[src/rtl/spram_bridge_pkg.sv]
// Shared types and helpers for the 32-bit to 16-bit SPRAM word bridge.
// Widths are fixed by the 16K x 16 SPRAM macro.
package spram_bridge_pkg;

  localparam int WORD_AW = 13;
  localparam int HALF_AW = 14;
  localparam int HALF_W  = 16;
  localparam int WORD_W  = 32;
  localparam int STRB_W  = 4;
  localparam int MASK_W  = 4;

  typedef enum logic [2:0] {
    IDLE = 3'd0,
    LO   = 3'd1,
    HI   = 3'd2,
    TAIL = 3'd3,
    RESP = 3'd4
  } state_t;

  // Each byte strobe enables the two nibbles of its byte within a halfword.
  function automatic logic [MASK_W-1:0] strb_to_nibmask(input logic [1:0] strb);
    return {strb[1], strb[1], strb[0], strb[0]};
  endfunction

endpackage

[src/rtl/spram_word_bridge.sv]
// Splits each 32-bit word request into two halfword SPRAM beats (low half first)
// and returns one response per request after a fixed three-cycle latency.
module spram_word_bridge
  import spram_bridge_pkg::*;
(
  input  logic               clock,
  input  logic               reset,
  input  logic               req_valid,
  output logic               req_ready,
  input  logic               req_write,
  input  logic [WORD_AW-1:0] req_addr,
  input  logic [WORD_W-1:0]  req_wdata,
  input  logic [STRB_W-1:0]  req_wstrb,
  output logic               rsp_valid,
  input  logic               rsp_ready,
  output logic [WORD_W-1:0]  rsp_rdata,
  output logic [HALF_AW-1:0] sram_addr,
  output logic               sram_we,
  output logic [MASK_W-1:0]  sram_mask,
  output logic [HALF_W-1:0]  sram_wdata,
  input  logic [HALF_W-1:0]  sram_rdata
);

  state_t state_r;
  state_t state_s;

  logic               write_r;
  logic [WORD_AW-1:0] addr_r;
  logic [WORD_W-1:0]  wdata_r;
  logic [STRB_W-1:0]  wstrb_r;
  logic [WORD_W-1:0]  rdata_r;

  logic               req_ready_r;
  logic               rsp_valid_r;
  logic [HALF_AW-1:0] sram_addr_r;
  logic               sram_we_r;
  logic [MASK_W-1:0]  sram_mask_r;
  logic [HALF_W-1:0]  sram_wdata_r;

  logic [HALF_AW-1:0] sram_addr_s;
  logic               sram_we_s;
  logic [MASK_W-1:0]  sram_mask_s;
  logic [HALF_W-1:0]  sram_wdata_s;
  logic               accept_s;

  assign accept_s = req_ready_r & req_valid & (state_r == IDLE);

  // Next state plus the SPRAM beat that the next state will present.
  always_comb begin
    state_s      = state_r;
    sram_addr_s  = {HALF_AW{1'b0}};
    sram_we_s    = 1'b0;
    sram_mask_s  = {MASK_W{1'b0}};
    sram_wdata_s = {HALF_W{1'b0}};
    case (state_r)
      IDLE: begin
        if (accept_s) begin
          state_s      = LO;
          sram_addr_s  = {req_addr, 1'b0};
          sram_we_s    = req_write;
          sram_mask_s  = req_write ? strb_to_nibmask(req_wstrb[1:0]) : {MASK_W{1'b0}};
          sram_wdata_s = req_wdata[HALF_W-1:0];
        end else begin
          state_s = IDLE;
        end
      end
      LO: begin
        state_s      = HI;
        sram_addr_s  = {addr_r, 1'b1};
        sram_we_s    = write_r;
        sram_mask_s  = write_r ? strb_to_nibmask(wstrb_r[3:2]) : {MASK_W{1'b0}};
        sram_wdata_s = wdata_r[WORD_W-1:HALF_W];
      end
      HI: begin
        state_s = TAIL;
      end
      TAIL: begin
        state_s = RESP;
      end
      RESP: begin
        if (rsp_ready) begin
          state_s = IDLE;
        end else begin
          state_s = RESP;
        end
      end
      default: begin
        state_s = IDLE;
      end
    endcase
  end

  // State register; reset aborts any transaction in flight.
  always_ff @(posedge clock or posedge reset) begin
    if (reset) begin
      state_r <= IDLE;
    end else begin
      state_r <= state_s;
    end
  end

  // Registered outputs, so the SPRAM pins change only on clock or reset.
  always_ff @(posedge clock or posedge reset) begin
    if (reset) begin
      req_ready_r  <= 1'b0;
      rsp_valid_r  <= 1'b0;
      sram_addr_r  <= {HALF_AW{1'b0}};
      sram_we_r    <= 1'b0;
      sram_mask_r  <= {MASK_W{1'b0}};
      sram_wdata_r <= {HALF_W{1'b0}};
    end else begin
      req_ready_r  <= (state_s == IDLE);
      rsp_valid_r  <= (state_s == RESP);
      sram_addr_r  <= sram_addr_s;
      sram_we_r    <= sram_we_s;
      sram_mask_r  <= sram_mask_s;
      sram_wdata_r <= sram_wdata_s;
    end
  end

  // Request capture; the req_* inputs matter only on the accept edge.
  always_ff @(posedge clock or posedge reset) begin
    if (reset) begin
      write_r <= 1'b0;
      addr_r  <= {WORD_AW{1'b0}};
      wdata_r <= {WORD_W{1'b0}};
      wstrb_r <= {STRB_W{1'b0}};
    end else if (accept_s) begin
      write_r <= req_write;
      addr_r  <= req_addr;
      wdata_r <= req_wdata;
      wstrb_r <= req_wstrb;
    end else begin
      write_r <= write_r;
      addr_r  <= addr_r;
      wdata_r <= wdata_r;
      wstrb_r <= wstrb_r;
    end
  end

  // SPRAM data lags its beat by one cycle: low half arrives during HI, high during TAIL.
  always_ff @(posedge clock or posedge reset) begin
    if (reset) begin
      rdata_r <= {WORD_W{1'b0}};
    end else if (state_r == HI) begin
      rdata_r[HALF_W-1:0] <= write_r ? {HALF_W{1'b0}} : sram_rdata;
    end else if (state_r == TAIL) begin
      rdata_r[WORD_W-1:HALF_W] <= write_r ? {HALF_W{1'b0}} : sram_rdata;
    end else begin
      rdata_r <= rdata_r;
    end
  end

  assign req_ready  = req_ready_r;
  assign rsp_valid  = rsp_valid_r;
  assign rsp_rdata  = rdata_r;
  assign sram_addr  = sram_addr_r;
  assign sram_we    = sram_we_r;
  assign sram_mask  = sram_mask_r;
  assign sram_wdata = sram_wdata_r;

endmodule
[config.mk]
export PLATFORM = sky130hd
export DESIGN_NAME = spram_word_bridge
export DESIGN_NICKNAME = d
export VERILOG_FILES = /design/src/rtl/spram_bridge_pkg.sv /design/src/rtl/spram_word_bridge.sv
export SDC_FILE = /design/constraint.sdc
export NUM_CORES = 1
export LEC_CHECK = 0
export ABC_AREA = 0
export BUFFER_PORTS_ARGS = -buffer_cell sky130_fd_sc_hd__buf_2
export CELL_PAD_IN_SITES_DETAIL_PLACEMENT = 0
export CELL_PAD_IN_SITES_GLOBAL_PLACEMENT = 1
export CORE_MARGIN = 5
export CORE_UTILIZATION = 36
export CTS_BUF_LIST = sky130_fd_sc_hd__clkbuf_8
export DETAILED_ROUTE_END_ITERATION = 10
export PLACE_DENSITY = 0.74
export RECOVER_POWER = 25
export SYNTH_ARGS = -nofsm -noshare
export SYNTH_HDL_FRONTEND = slang
export SYNTH_SLANG_ARGS = --single-unit
[constraint.sdc]
create_clock -name clock -period 2.7 [get_ports clock]
set_input_delay 0 -clock clock [delete_from_list [all_inputs] [get_ports clock]]
set_output_delay 0 -clock clock [all_outputs]
set_load 0.1 [all_outputs]
**Yosys cells after proc, flatten, opt, wreduce, memory -nomap -nowiden**

Cells that the tools add are included.
W data, S select, Z words.

- Word-level logic and storage cells: 38
- Output and inout port bits: 69
- Bits of input ports: 70
- Flip-flop bits (word level): 122

- Bitwise logic cells: 3
- Equality and inequality tests: 5
- Reductions and logical operators: 3
- Muxes and demuxes: 14

Operators by type and width:

| cell | count |
|---|---|
| $mux W16 | 2 |
| $pmux W16 S2 | 1 |
| $pmux W14 S2 | 1 |
| $pmux W3 S5 | 1 |
| $mux W14 | 1 |
| $mux W4 | 3 |
| $pmux W4 S2 | 1 |
| $eq A3 B2 Y1 const B | 2 |
| $eq A3 B3 Y1 const B | 2 |
| $logic_not A3 Y1 | 2 |
| $eq A3 B1 Y1 const B | 1 |
| $mux W3 | 1 |
| $and A1 B1 Y1 | 2 |
| $mux W1 | 2 |
| $pmux W1 S2 | 1 |
| $reduce_and A2 Y1 | 1 |
| $not A1 Y1 | 1 |

**Depth between registers and ports, before layout**

- Depth after elaboration: 5
- Gate-level depth with buffers: 5
- Depth with buffers taken out: 3

**Worst setup path before layout**

No wires, ideal clock.

- Kind: flip-flop to flip-flop
- From: register req_ready_r (netlist: req_ready)
- To: register addr_r[0]
- Buffers on the path: 1
- Library setup time: 125 ps
- Arrival time: 2073 ps
- Clock period less this slack: 2198 ps
- Path slack: 502 ps
- Cell stages (with the launch flop): 5
- Path through: dfrtp_1 > nand2_1 > nor4_4 > buf_6 > mux2_2

- Word-level cells in the longest chain between the ends: 2

Ends and longest elaborated chain:

| item | RTL line | source |
|---|---|---|
| from (decl) | spram_word_bridge.sv:33 | `logic req_ready_r;` |
| from (signal assigned) | spram_word_bridge.sv:112 | `req_ready_r <= (state_s == IDLE);` |
| $and A1 B1 Y1 (2 in a row) | spram_word_bridge.sv:46 | `assign accept_s = req_ready_r & req_valid & (state_r == IDLE);` |
| to (signal assigned) | spram_word_bridge.sv:125 | `addr_r <= {WORD_AW{1'b0}};` |
| to (signal assigned) | spram_word_bridge.sv:130 | `addr_r <= req_addr;` |
| to (signal assigned) | spram_word_bridge.sv:135 | `addr_r <= addr_r;` |
| to (decl) | spram_word_bridge.sv:28 | `logic [WORD_AW-1:0] addr_r;` |

No other way between the ends.
A chain may end at the register's enable or synchronous reset.

**Final worst setup path**

- From: register state_r[0]
- To: register sram_mask_r[2] (netlist: sram_mask[2])

- Word-level cells in the longest chain between the ends: 4
- Elaborated cells on any way between the ends: 5

Ends and longest elaborated chain:

| item | RTL line | source |
|---|---|---|
| from (decl) | spram_word_bridge.sv:24 | `state_t state_r;` |
| from (signal assigned) | spram_word_bridge.sv:98 | `state_r <= state_s;` |
| $logic_not A3 Y1 | spram_word_bridge.sv:46, spram_word_bridge.sv:55 |  |
| $and A1 B1 Y1 | spram_word_bridge.sv:46 |  |
| $mux W4 | spram_word_bridge.sv:57 | `if (accept_s) begin` |
| $pmux W4 S2 (*) | spram_word_bridge.sv:55 | `case (state_r)` |
| net sram_mask_s[2] | spram_word_bridge.sv:42 | `logic [MASK_W-1:0] sram_mask_s;` |
| to (signal assigned) | spram_word_bridge.sv:109 | `sram_mask_r <= {MASK_W{1'b0}};` |
| to (signal assigned) | spram_word_bridge.sv:116 | `sram_mask_r <= sram_mask_s;` |
| to (decl) | spram_word_bridge.sv:37 | `logic [MASK_W-1:0] sram_mask_r;` |

The timed path passes the listed nets; every way through them passes the cells marked *.

==> impl_metrics.py <==
metrics = {
    "job": {
        "drv_cap": 1,
    },
    "floorplan": {
        "rows": 37,
        "die_x_um": 112,
        "start_util_pct": 36.8,
        "die_height_um": 112,
        "core-area_sq_um": 10300,
        "fp.dieArea_sq_um": 12700,
        "ios": 139,
    },
    "sta": {
        "finalSetupTns_ns": 0,
        "rsz0062_at_grt": "no",
        "finalCritPeriodShare_pct": 75.6,
        "setup_viol": 0,
        "fin_ws_ns": 0.659,
        "hold_violations": 0,
        "fmax_ghz": 0.490,
        "fin_crit_ns": 2.04,
        "tightestPinTransition_ns": 1.84,
        "relSlewSlack_pct": -23.1,
        "slew_viol_final": 50,
        "hold-worst-slack_ns": 0.386,
        "fin_skew_ns": 0.0159,
    },
    "synth": {
        "yosysTopAreaCell": "dfrtp_1",
        "yosysWarnings": 0,
        "avgSynthCellArea_sq_um": 13.6,
        "syn-num-nets": 349,
        "synth_seq_cells": 102,
        "synth.area.top_cells": "dfrtp_1, mux2_2, a22o_1, o21ai_0, nand2_1",
        "ys_seq_area_share_pct": 67.5,
        "synth_common_cells": "dfrtp_1, nand2_1, o21ai_0",
        "synth_edf_count": 0,
        "syn_inst": 279,
        "yosysMostFrequentCell": "dfrtp_1",
        "synthArstFlopShare_pct": 100,
        "syn_area_sq_um": 3780,
        "synth_top_area_share_pct": 67.5,
        "ys_types": 23,
        "ys.flop_type": "dfrtp_1",
    },
    "placement": {
        "gp_congestion": 0.719,
        "post-place-cells": 538,
        "portBuffers": 138,
        "place_ws_ns": 1.06,
        "hpwl_um": 5860,
    },
    "clock_network": {
        "cts_buffer_depth": 2,
        "cts_hold_buf": 71,
        "htreeDepth": 3,
        "clock_insertion_delay_worst_skew_ns": 0.36,
        "cts-resized-gates": 0,
        "post_cts_buffers": 0,
        "numCtsBuffers": 9,
        "path_clk_slew_ns": 0.10,
        "cts_tree": "built",
        "cts.sinks": 102,
        "cts-root-buf": "clkbuf_8",
    },
    "drt": {
        "ant_nets": 0,
        "avgRoutedWirePerCell_um": 14.7,
        "first_pass_iters": 4,
        "route.detailed.drc": 0,
        "routed_wirelength_um": 9190,
        "via_per_inst": 4.56,
        "vias": 2852,
        "drtIter0Drc": 127,
    },
    "critical_path": {
        "critPathMaxFanout": 33,
        "arrival_ns": 2.34,
        "critPathCaptureType": "flop",
        "critPathKind": "reg2reg",
        "required_ns": 3.00,
        "cp-start-kind": "flop",
    },
    "outcome": {
        "status": "finished, violations left",
        "violations": "max-capacitance violations, max-slew violations",
    },
    "final_layout": {
        "drive_gt1_share_pct": 39.1,
        "layout.nets": 554,
        "diodes": 0,
        "syn_to_final_growth_pct": 45.7,
        "stdcell_count": 625,
    },
    "min_path": {
        "hp-class": "in2reg",
    },
    "global_routing": {
        "grt-ovfl-total": 0,
        "grt_pass1_vias": 3123,
        "grt_pass1_wl_um": 15500,
        "grt_max_degree": 65,
        "antenna_found_initial": 0,
        "grtUsageTotal_pct": 15.1,
    },
}
-- layer usage --
layer / routed length (um) / vias up / global-route usage (%)
li1: - / 1384 / -
met1: 4010 / 1354 / 19.2
met5: 0 / - / 0
met2: 4260 / 106 / 23.9
met3: 821 / 8 / 6.15
met4: 97 / 0 / 4.57
-- path summary, 6_finish.rpt --
check                               from             to  slack (ns)  cells past startpoint
min in group asynchronous          reset  rsp_rdata[30]        0.79                      3
max reg2reg                   state_r[0]   sram_mask[2]        0.66                      5
max in group asynchronous          reset        sram_we        0.82                      4
min                        req_wdata[16]    wdata_r[16]        0.39                      3
min reg2reg                rsp_rdata[15]  rsp_rdata[15]        0.48                      2
max                           state_r[0]   sram_mask[2]        0.66                      5
-- state kept, by name, indices dropped and copies added, names as in the netlist --
signal and count:
rsp_valid 1, rsp_rdata 32, sram_mask 2, sram_wdata 16, wdata_r 16, sram_we 1
req_ready 1, state_r 3, wstrb_r 2, sram_addr 14, addr_r 13, write_r 1
-- critical path: stages (launching register included) --
cell and delay [ns]:
dfrtp_1 0.47, nor3b_2 0.21, buf_4 0.38, and2_1 0.23
a32o_1 0.14, dlygate4sd3_1 0.55
-- logic make-up (layout without fill, tap and decap cells) --
logic type      after synthesis  count (layout)  synth area share (%)
flops                       102             102                  67.5
compound gates               65              65                  11.8
simple gates                 60              60                  8.17
mux                          32              32                  9.53
buf+inv                      20             230                  2.98
-- cell usage in the layout, fill, tap and decap left out, types with 10 or more instances in the layout --
| master | n |
|---|---|
| nand2_1 | 35 |
| mux2_2 | 30 |
| a22o_1 | 29 |
| dfrtp_1 | 102 |
| buf_2 | 138 |
| dlygate4sd3_1 | 71 |
| nand2b_1 | 17 |
| clkbuf_8 | 10 |
| o21ai_0 | 32 |
-- metrics by stage --
step | cell area [sq um] | utilization, %
3_5_place_dp | 4600 | 44.7
3_3_place_gp | 4600 | 44.7
4_1_cts | 5510 | 53.6
6_report | 5510 | 53.6
2_1_floorplan | 3780 | -
5_1_grt | 5510 | 53.6
-- layout make-up --
type / instances / area, sq um
Clock buffer: 10 / 138
Clock inverter: 6 / 68.8
Sequential cell: 102 / 2550
Inverter: 1 / 3.75
Timing Repair Buffer: 213 / 1460
Fill cell: 908 / 4770
Multi-Input combinational cell: 157 / 1120
Tap cell: 136 / 170
Power is left out: the tool's default activity adds up to more than one toggle a clock period on the data nets, which glitch-free logic cannot reach.
